<file path="config.mk">
export PLATFORM = sky130hd
export DESIGN_NAME = pattern_tx
export DESIGN_NICKNAME = d
export VERILOG_FILES = /design/src/rtl/pattern_tx_pkg.sv /design/src/rtl/pattern_tx_shreg.sv /design/src/rtl/pattern_tx.sv
export SDC_FILE = /design/constraint.sdc
export NUM_CORES = 1
export LEC_CHECK = 0
export CAP_MARGIN = 15
export CORE_MARGIN = 2
export CORE_UTILIZATION = 50
export DETAILED_ROUTE_END_ITERATION = 8
export GPL_TIMING_DRIVEN = 0
export HOLD_SLACK_MARGIN = 0.06
export PLACE_DENSITY = 0.72
export SLEW_MARGIN = 20
export SYNTH_ARGS = -nofsm -noshare
export SYNTH_HDL_FRONTEND = slang
export SYNTH_SLANG_ARGS = --single-unit
</file>
<file path="constraint.sdc">
create_clock -name clk -period 3.6 [get_ports clk]
set_input_delay 0.54 -clock clk [delete_from_list [all_inputs] [get_ports clk]]
set_output_delay 0.54 -clock clk [all_outputs]
set_load 0.02 [all_outputs]
</file>
<file path="src/rtl/pattern_tx_pkg.sv">
// pattern_tx shared types: FSM state encoding, default parameters and
// the counter-width helper. Parity state is used only with PATTERN_TX_PARITY_EN.
package pattern_tx_pkg;

    localparam int WIDTH_DEF = 8;
    localparam int GAP_DEF   = 1;

    typedef enum logic [1:0] {
        ST_IDLE  = 2'd0,
        ST_SHIFT = 2'd1,
        ST_PAR   = 2'd2,
        ST_GAP   = 2'd3
    } state_t;

    // Bits needed to count 0..n-1, never less than one.
    function automatic int clog2(input int n);
        int r;
        r = 1;
        while ((1 << r) < n) r = r + 1;
        return r;
    endfunction

endpackage

</file>
<file path="src/rtl/pattern_tx_shreg.sv">
// pattern_tx_shreg: loadable MSB-first shift register; msb feeds dout.
// With PATTERN_TX_PARITY_EN it also keeps the even parity of the loaded word.
module pattern_tx_shreg #(
    parameter int WIDTH = 8
) (
    input  logic             clk,
    input  logic             rst,
    input  logic             load,
    input  logic             shift,
    input  logic             clear,
    input  logic             fill,
    input  logic [WIDTH-1:0] data_in,
`ifdef PATTERN_TX_PARITY_EN
    output logic             parity,
`endif
    output logic             msb
);

    logic [WIDTH-1:0] q;

    // Clear wins over load, load over shift; fill enters at the LSB.
    always_ff @(posedge clk or posedge rst) begin
        if (rst) begin
            q <= '0;
        end else if (clear) begin
            q <= '0;
        end else if (load) begin
            q <= data_in;
        end else if (shift) begin
            q <= {q[WIDTH-2:0], fill};
        end
    end

`ifdef PATTERN_TX_PARITY_EN
    // Parity is frozen at load so later shifts cannot disturb it.
    always_ff @(posedge clk or posedge rst) begin
        if (rst) begin
            parity <= 1'b0;
        end else if (load) begin
            parity <= ^data_in;
        end
    end
`endif

    assign msb = q[WIDTH-1];

endmodule

</file>
<file path="src/rtl/pattern_tx.sv">
// pattern_tx: serializes a WIDTH-bit pattern MSB first, then idles GAP cycles.
// Define PATTERN_TX_PARITY_EN to append an even-parity bit to each frame.
module pattern_tx
    import pattern_tx_pkg::*;
#(
    parameter int WIDTH = WIDTH_DEF,
    parameter int GAP   = GAP_DEF
) (
    input  logic             clk,
    input  logic             rst,
    input  logic [WIDTH-1:0] data_in,
    input  logic             valid,
    output logic             ready,
    input  logic             abort,
    output logic             dout,
    output logic             dout_valid,
    output logic             done
);

    localparam int CW = clog2(WIDTH);
    localparam logic [CW-1:0] LAST = CW'(WIDTH - 1);
    localparam logic [3:0] GAP_LAST = 4'((GAP > 0) ? GAP - 1 : 0);
    localparam state_t AFTER = (GAP > 0) ? ST_GAP : ST_IDLE;
    localparam logic AFTER_RDY = (GAP == 0);

    state_t        state;
    logic [CW-1:0] cnt;
    logic [3:0]    gcnt;
    logic          accept;
    logic          shift;
    logic          clear;
    logic          fill;

    assign accept = (state == ST_IDLE) && ready && valid && !abort;
    assign shift  = (state == ST_SHIFT) && !abort;

`ifdef PATTERN_TX_PARITY_EN
    logic parity;
    assign fill  = parity;
    assign clear = ((state != ST_IDLE) && abort) || (state == ST_PAR);
`else
    assign fill  = 1'b0;
    assign clear = (state != ST_IDLE) && abort;
`endif

    pattern_tx_shreg #(
        .WIDTH(WIDTH)
    ) u_shreg (
        .clk    (clk),
        .rst    (rst),
        .load   (accept),
        .shift  (shift),
        .clear  (clear),
        .fill   (fill),
        .data_in(data_in),
`ifdef PATTERN_TX_PARITY_EN
        .parity (parity),
`endif
        .msb    (dout)
    );

    // Frame sequencer: accept, count bits, optional parity, gap, abort.
    always_ff @(posedge clk or posedge rst) begin
        if (rst) begin
            state      <= ST_IDLE;
            cnt        <= '0;
            gcnt       <= '0;
            dout_valid <= 1'b0;
            done       <= 1'b0;
            ready      <= 1'b0;
        end else begin
            done <= 1'b0;
            if ((state != ST_IDLE) && abort) begin
                state      <= ST_IDLE;
                cnt        <= '0;
                gcnt       <= '0;
                dout_valid <= 1'b0;
                ready      <= 1'b1;
            end else begin
                unique case (state)
                    ST_IDLE: begin
                        if (accept) begin
                            state      <= ST_SHIFT;
                            cnt        <= '0;
                            dout_valid <= 1'b1;
                            ready      <= 1'b0;
                        end else begin
                            ready <= 1'b1;
                        end
                    end
                    ST_SHIFT: begin
                        if (cnt == LAST) begin
                            cnt <= '0;
`ifdef PATTERN_TX_PARITY_EN
                            state <= ST_PAR;
`else
                            state      <= AFTER;
                            gcnt       <= '0;
                            dout_valid <= 1'b0;
                            done       <= 1'b1;
                            ready      <= AFTER_RDY;
`endif
                        end else begin
                            cnt <= cnt + 1'b1;
                        end
                    end
`ifdef PATTERN_TX_PARITY_EN
                    ST_PAR: begin
                        state      <= AFTER;
                        gcnt       <= '0;
                        dout_valid <= 1'b0;
                        done       <= 1'b1;
                        ready      <= AFTER_RDY;
                    end
`endif
                    ST_GAP: begin
                        if (gcnt == GAP_LAST) begin
                            state <= ST_IDLE;
                            gcnt  <= '0;
                            ready <= 1'b1;
                        end else begin
                            gcnt <= gcnt + 1'b1;
                        end
                    end
                    default: begin
                        state <= ST_IDLE;
                    end
                endcase
            end
        end
    end

endmodule

</file>
# After elaboration in Yosys (flattened, before gate mapping)
# Cells that the tools add are included.
dict set report op_classes {
  add_sub_neg 2
  mul 0
  div_mod_pow 0
  magnitude_cmp 0
  eq_ne 6
  shifts 0
  n_mux 27
  bitwise 0
  reduce_logical 18
}
# cell count
set op_table {}
lappend op_table {{2-to-1 mux 8 bit} 3}
lappend op_table {{2-to-1 mux 4 bit} 3}
lappend op_table {{2-to-1 mux 1 bit} 9}
lappend op_table {{2-to-1 mux 3 bit} 3}
lappend op_table {{AND reduction 3 bit} 3}
lappend op_table {{nonzero test 3 bit} 3}
lappend op_table {{2-to-1 mux 2 bit} 4}
lappend op_table {{one-hot mux 4 bit (2 select lines)} 1}
lappend op_table {{inequality test 3 bit, second input constant} 2}
lappend op_table {{one-hot mux 2 bit (3 select lines)} 1}
lappend op_table {{one-hot mux 3 bit (2 select lines)} 1}
lappend op_table {{logical AND 1 bit} 5}
lappend op_table {{adder 4 x 1 -> 4 bit, second input constant} 1}
lappend op_table {{logical NOT 4 bit} 1}
lappend op_table {{AND reduction 2 bit} 2}
lappend op_table {{nonzero test 4 bit} 1}
lappend op_table {{adder 3 x 1 -> 3 bit, second input constant} 1}
lappend op_table {{equality test 3 bit, second input constant} 1}
lappend op_table {{inequality test 3 x 2 -> 1 bit, second input constant} 1}
lappend op_table {{one-hot mux 1 bit (3 select lines)} 1}
lappend op_table {{equality test 2 x 1 -> 1 bit, second input constant} 1}
lappend op_table {{equality test 2 bit, second input constant} 1}
lappend op_table {{logical NOT 2 bit} 1}
lappend op_table {{one-hot mux 1 bit (2 select lines)} 1}
lappend op_table {{other kinds (2)} 2}
dict set report word_totals {
  ff_bits 20
  latch_bits 0
  ramBits 0
  romBits 0
  input_bits 12
  output_inout_bits 4
  wordCells 60
  memories 0
}

# Longest topological paths before layout
dict set report depth {
  word_depth 7
  ltp_mapped 5
  ltp_nobuf 5
}

# Hierarchy
# A second synthesis with hierarchy kept.
dict set report unflattened {
  cells_unflattened 109
  hier_area_um2 1131.1
}
# mod n_inst cells_each area_each_um2 seq_area_each_um2
set by_module_without_submodules {}
lappend by_module_without_submodules {pattern_tx 1 73 718.2 300.3}
lappend by_module_without_submodules {pattern_tx_shreg 1 36 412.9 200.2}

# Worst setup path before layout
# Ideal clock, no wire load.
dict set report synth_path {
  path_kind {input to register}
  from {input abort}
  to {register u_shreg.q[2]}
  setup_time_ns 0.125
  arrival_time_ns 1.549
  setup_slack_ns 1.926
  path_stages 5
  path_cell_list {buf_6 nand4bb_4 or2_0 buf_6 mux2_4}
}
dict set report synth_between {
  elab_chain_cells 4
  elab_cells_between_ends 7
  cone_classes {mux: 2; reduce/logical: 5}
}
# item line_no
set synth_lines {}
lappend synth_lines {{from (decl)} pattern_tx.sv:14} ;# input logic abort,
lappend synth_lines {{logical NOT 1 bit} {pattern_tx.sv:34, pattern_tx.sv:35}}
lappend synth_lines {{logical AND 1 bit} pattern_tx.sv:34} ;# assign accept = (state == ST_IDLE) && ready && valid && !abort;
lappend synth_lines {{2-to-1 mux 8 bit} pattern_tx_shreg.sv:27} ;# end else if (load) begin
lappend synth_lines {{2-to-1 mux 8 bit} pattern_tx_shreg.sv:25} ;# end else if (clear) begin
lappend synth_lines {{to (signal assigned)} pattern_tx_shreg.sv:28} ;# q <= data_in;
lappend synth_lines {{to (signal assigned)} pattern_tx_shreg.sv:30} ;# q <= {q[WIDTH-2:0], fill};
lappend synth_lines {{to (decl)} pattern_tx_shreg.sv:19} ;# logic [WIDTH-1:0] q;
# Several ways; a longest one is shown, not always the timed one.
# A chain may end at the register's enable or synchronous reset.

# Final worst setup path
dict set report layout_path {
  from {register ready}
  to {output ready}
}
# item line_no
set layout_lines {}
lappend layout_lines {{from (decl)} pattern_tx.sv:13} ;# output logic ready,
lappend layout_lines {{from (signal assigned)} pattern_tx.sv:70} ;# ready <= 1'b0;
lappend layout_lines {{from (signal assigned)} pattern_tx.sv:78} ;# ready <= 1'b1;
lappend layout_lines {{from (signal assigned)} pattern_tx.sv:86} ;# ready <= 1'b0;
# No word-level cell between the ends.

==> impl_metrics.csv <==
group,metric,value,unit
floorplanning,fp.dieW,49.9,um
grt,grt_usage,0.177,
worst_hold_path,min-delay-start,"cnt[1]$_DFFE_PP0P_",
final_layout,multiInputGateArea,482,um2
final_layout,final_cell_mix,"20 x dfrtp_1, 14 x clkdlybuf4s50_1, 10 x inv_1",
grt,grt_max_degree,21,
placed_design,place_area,1230,um2
worst_setup_path,critical_path_class,"reg -> out",
logic_synthesis,synth_top_flop_cell,"dfrtp_1",
logic_synthesis,ys_seq_area_frac,0.476,
sta,skew,0.00694,ns
logic_synthesis,yosys.area.top_type,"dfrtp_1",
placed_design,hpwl,1.43,mm
clock_tree,clock-sinks,20,
sta,layout_min_cycle_time,1.90,ns
final_layout,fillers,160,
worst_setup_path,worstPathArrival,1.36,ns
worst_setup_path,worst_ep_required_time,3.06,ns
power_and_ir_drop,clkPwrFrac,0.191,
detailed_routing,wl_per_cell,14.1,um
detailed_routing,first_pass_iters,4,
grt,grt_antenna_before_repair,0,
worst_setup_path,ff2ff_setup_slack,1.90,ns
worst_hold_path,min_to,"cnt[1]$_DFFE_PP0P_",
power_and_ir_drop,p_per_area,443,nW/um2
clock_tree,path_clk_slew,0.10,ns
detailed_routing,drc_errors,0,
power_and_ir_drop,power.internal,0.000394,W
logic_synthesis,yosysTopAreaCellShare,0.476,
sta,finalSetupViolations,0,
floorplanning,dieHeight,49.9,um
sta,hold_viol,0,
final_layout,fin_nets,128,
clock_tree,cts_buffers,3,
clock_tree,clock_latency,0.30,ns
logic_synthesis,synthTopCellsByArea,"dfrtp_1 48%, a22o_1 7.5%, mux2_4 7.1%",
sta,timing.hold.ws,0.515,ns
worst_setup_path,crit_fanout,3,
final_layout,drive_above_1_share,0.145,
logic_synthesis,synthCells,93,
worst_setup_path,path_buf_inv,1,
final_layout,n_antenna_cell,0,
clock_tree,holdBufCountCts,0,
logic_synthesis,syn_nets,109,
logic_synthesis,ys_async_sr_fraction,1.00,
sta,finalCritPeriodShare,0.527,
clock_tree,clock_tree.root_cell,"clkbuf_4",
sta,slew_violations,0,
worst_setup_path,endpoint_kind,"output port",
power_and_ir_drop,p_seq_frac,0.521,
detailed_routing,drt_wl_total,1.93,mm
worst_setup_path,cp_top_family,"buffers and inverters",
grt,grt_pass1_wl,3.34,mm
worst_setup_path,r2r_cells,4,
grt,grt_pass1_vias,711,
floorplanning,ios,16,
detailed_routing,vias,760,
floorplanning,fp.coreArea,1980,um2
worst_setup_path,startpoint_type,"flip-flop",
worst_hold_path,hold_path.class,"reg -> reg",
logic_synthesis,netlist_area,1050,um2
logic_synthesis,synth_cell_type_count,29,
logic_synthesis,synth_edf_count,0,
power_and_ir_drop,p_sw,0.000159,W
placed_design,place.gp.congestion,0.794,
final_layout,area_growth,18.7,%
sta,rsz0062_at_grt,"false",
clock_tree,cts.path.max_buffers,2,
power_and_ir_drop,cellLeakagePower,0.600,nW
logic_synthesis,yosysWarnings,0,
run_status,status,"complete, no violations",
clock_tree,cts_resized,0,
logic_synthesis,synth_area_per_cell,11.3,um2
power_and_ir_drop,ir_worst_vdd,0.265,mV
floorplanning,rows,16,
sta,worst_pin_slew,0.804,ns
clock_tree,cts_setup_buffers,0,
sta,fmax,527,MHz
worst_setup_path,timing.rr.start,"state[1]$_DFFE_PP0P_",
power_and_ir_drop,switching_share,0.287,
sta,maxSlewHeadroom,0.448,
job,cap_violations,0,
detailed_routing,drt_iter0_markers,26,
grt,grt-ovfl-total,0,
final_layout,seq_area,500,um2
worst_hold_path,whs_path_depth,1,
clock_tree,tritoncts,"built",
worst_setup_path,cp_slowest_stage_delay,0.63,ns
logic_synthesis,ys_ff_latch,20,
floorplanning,die-area,2490,um2
placed_design,portBuffers,14,
clock_tree,htreeDepth,1,
floorplanning,start_util,0.531,
detailed_routing,drtAntennaViolNets,0,
worst_setup_path,crit_slowest_cell,"clkdlybuf4s50_1",
final_layout,layout_commonest_cell,"dfrtp_1",
worst_setup_path,crit_chain,"clkdlybuf4s50_1",
final_layout,finalInstanceArea,1250,um2
sta,fin_tns_setup,0,ns
worst_setup_path,reg2reg_to,"u_shreg.q[3]$_DFFE_PP0P_",
detailed_routing,routed_via_density,5.55,
power_and_ir_drop,p_comb_frac,0.287,
[flip-flops by register name (all words and copies together), names as in the netlist]
| register | count |
|---|---|
| cnt | 3 |
| done | 1 |
| dout_valid | 1 |
| gcnt | 4 |
| ready | 1 |
| state | 2 |
| u_shreg.q | 8 |
[cells in the mapped netlist (2+ instances only)]
| master | count |
|---|---|
| buf_6 | 2 |
| o21ai_0 | 6 |
| nand2_1 | 5 |
| nand2b_1 | 2 |
| nand3_1 | 2 |
| nor2_1 | 2 |
| mux2_4 | 5 |
| ha_1 | 4 |
| o211ai_1 | 5 |
| o22ai_1 | 2 |
| a22o_1 | 9 |
| buf_2 | 2 |
| inv_1 | 10 |
| a21oi_1 | 2 |
| nor3_1 | 2 |
| dfrtp_1 | 20 |
[cells by family after synthesis]
| group | synth area share |
|---|---|
| AO/OA/AOI/OAI | 0.183 |
| XOR/XNOR | 0.00832 |
| adder cells (fa/ha/maj) | 0.0476 |
| buffers and inverters | 0.0666 |
| flip-flops | 0.476 |
| multiplexers | 0.0809 |
| AND/OR/NAND/NOR | 0.138 |
[layer usage]
layer / share of wire / track usage / wire length, um
met2: 0.47 / 0.267 / 908
met1: 0.49 / 0.255 / 942
met5: 0 / 0 / 0
met3: 0.031 / 0.0364 / 60
met4: 0.011 / 0.0556 / 22
[how the worst max path moves through the flow]
| stage | startpoint | cells past startpoint | slack (ns) | to |
|---|---|---|---|---|
| after floorplan | abort | 5 | 1.93 | u_shreg.q[2]$_DFFE_PP0P_ |
| after CTS | ready$_DFFE_PP0P_ | 1 | 1.69 | ready |
| final | ready$_DFFE_PP0P_ | 1 | 1.70 | ready |
| after detailed placement | valid | 5 | 1.53 | u_shreg.q[3]$_DFFE_PP0P_ |
| after global placement | valid | 5 | 1.58 | u_shreg.q[2]$_DFFE_PP0P_ |
| after global routing | ready$_DFFE_PP0P_ | 1 | 1.65 | ready |
[cell type report]
type | instances | share of cell area
sequential | 20 | 0.401
timing repair buffer | 14 | 0.112
inverter | 10 | 0.0301
buffer | 4 | 0.0261
clock buffer | 3 | 0.0180
multi-input combinational | 59 | 0.386
tap | 27 | 0.0271
[power by group through the flow]
stage / Combinational [W] / Clock, W / Sequential, W
after floorplan: 0.000102 / 0 / 0.000298
after global placement: 0.000154 / 0 / 0.000291
after detailed placement: 0.000159 / 0 / 0.000293
after CTS: 0.000160 / 0.000105 / 0.000288
after global routing: 0.000176 / 0.000117 / 0.000294
final: 0.000159 / 0.000106 / 0.000288
[stage by stage]
| step | total power, W | utilization | instances | setup WS [ns] |
|---|---|---|---|---|
| final | 0.000553 | 0.630 | 137 | 1.70 |
| after floorplan | 0.000399 | - | 93 | 1.93 |
| after detailed placement | 0.000452 | 0.619 | 134 | 1.53 |
| after global placement | 0.000445 | 0.619 | 134 | 1.58 |
| after global routing | 0.000587 | 0.630 | 137 | 1.65 |
| after CTS | 0.000554 | 0.630 | 137 | 1.69 |
(Power assumes the default switching activity.)
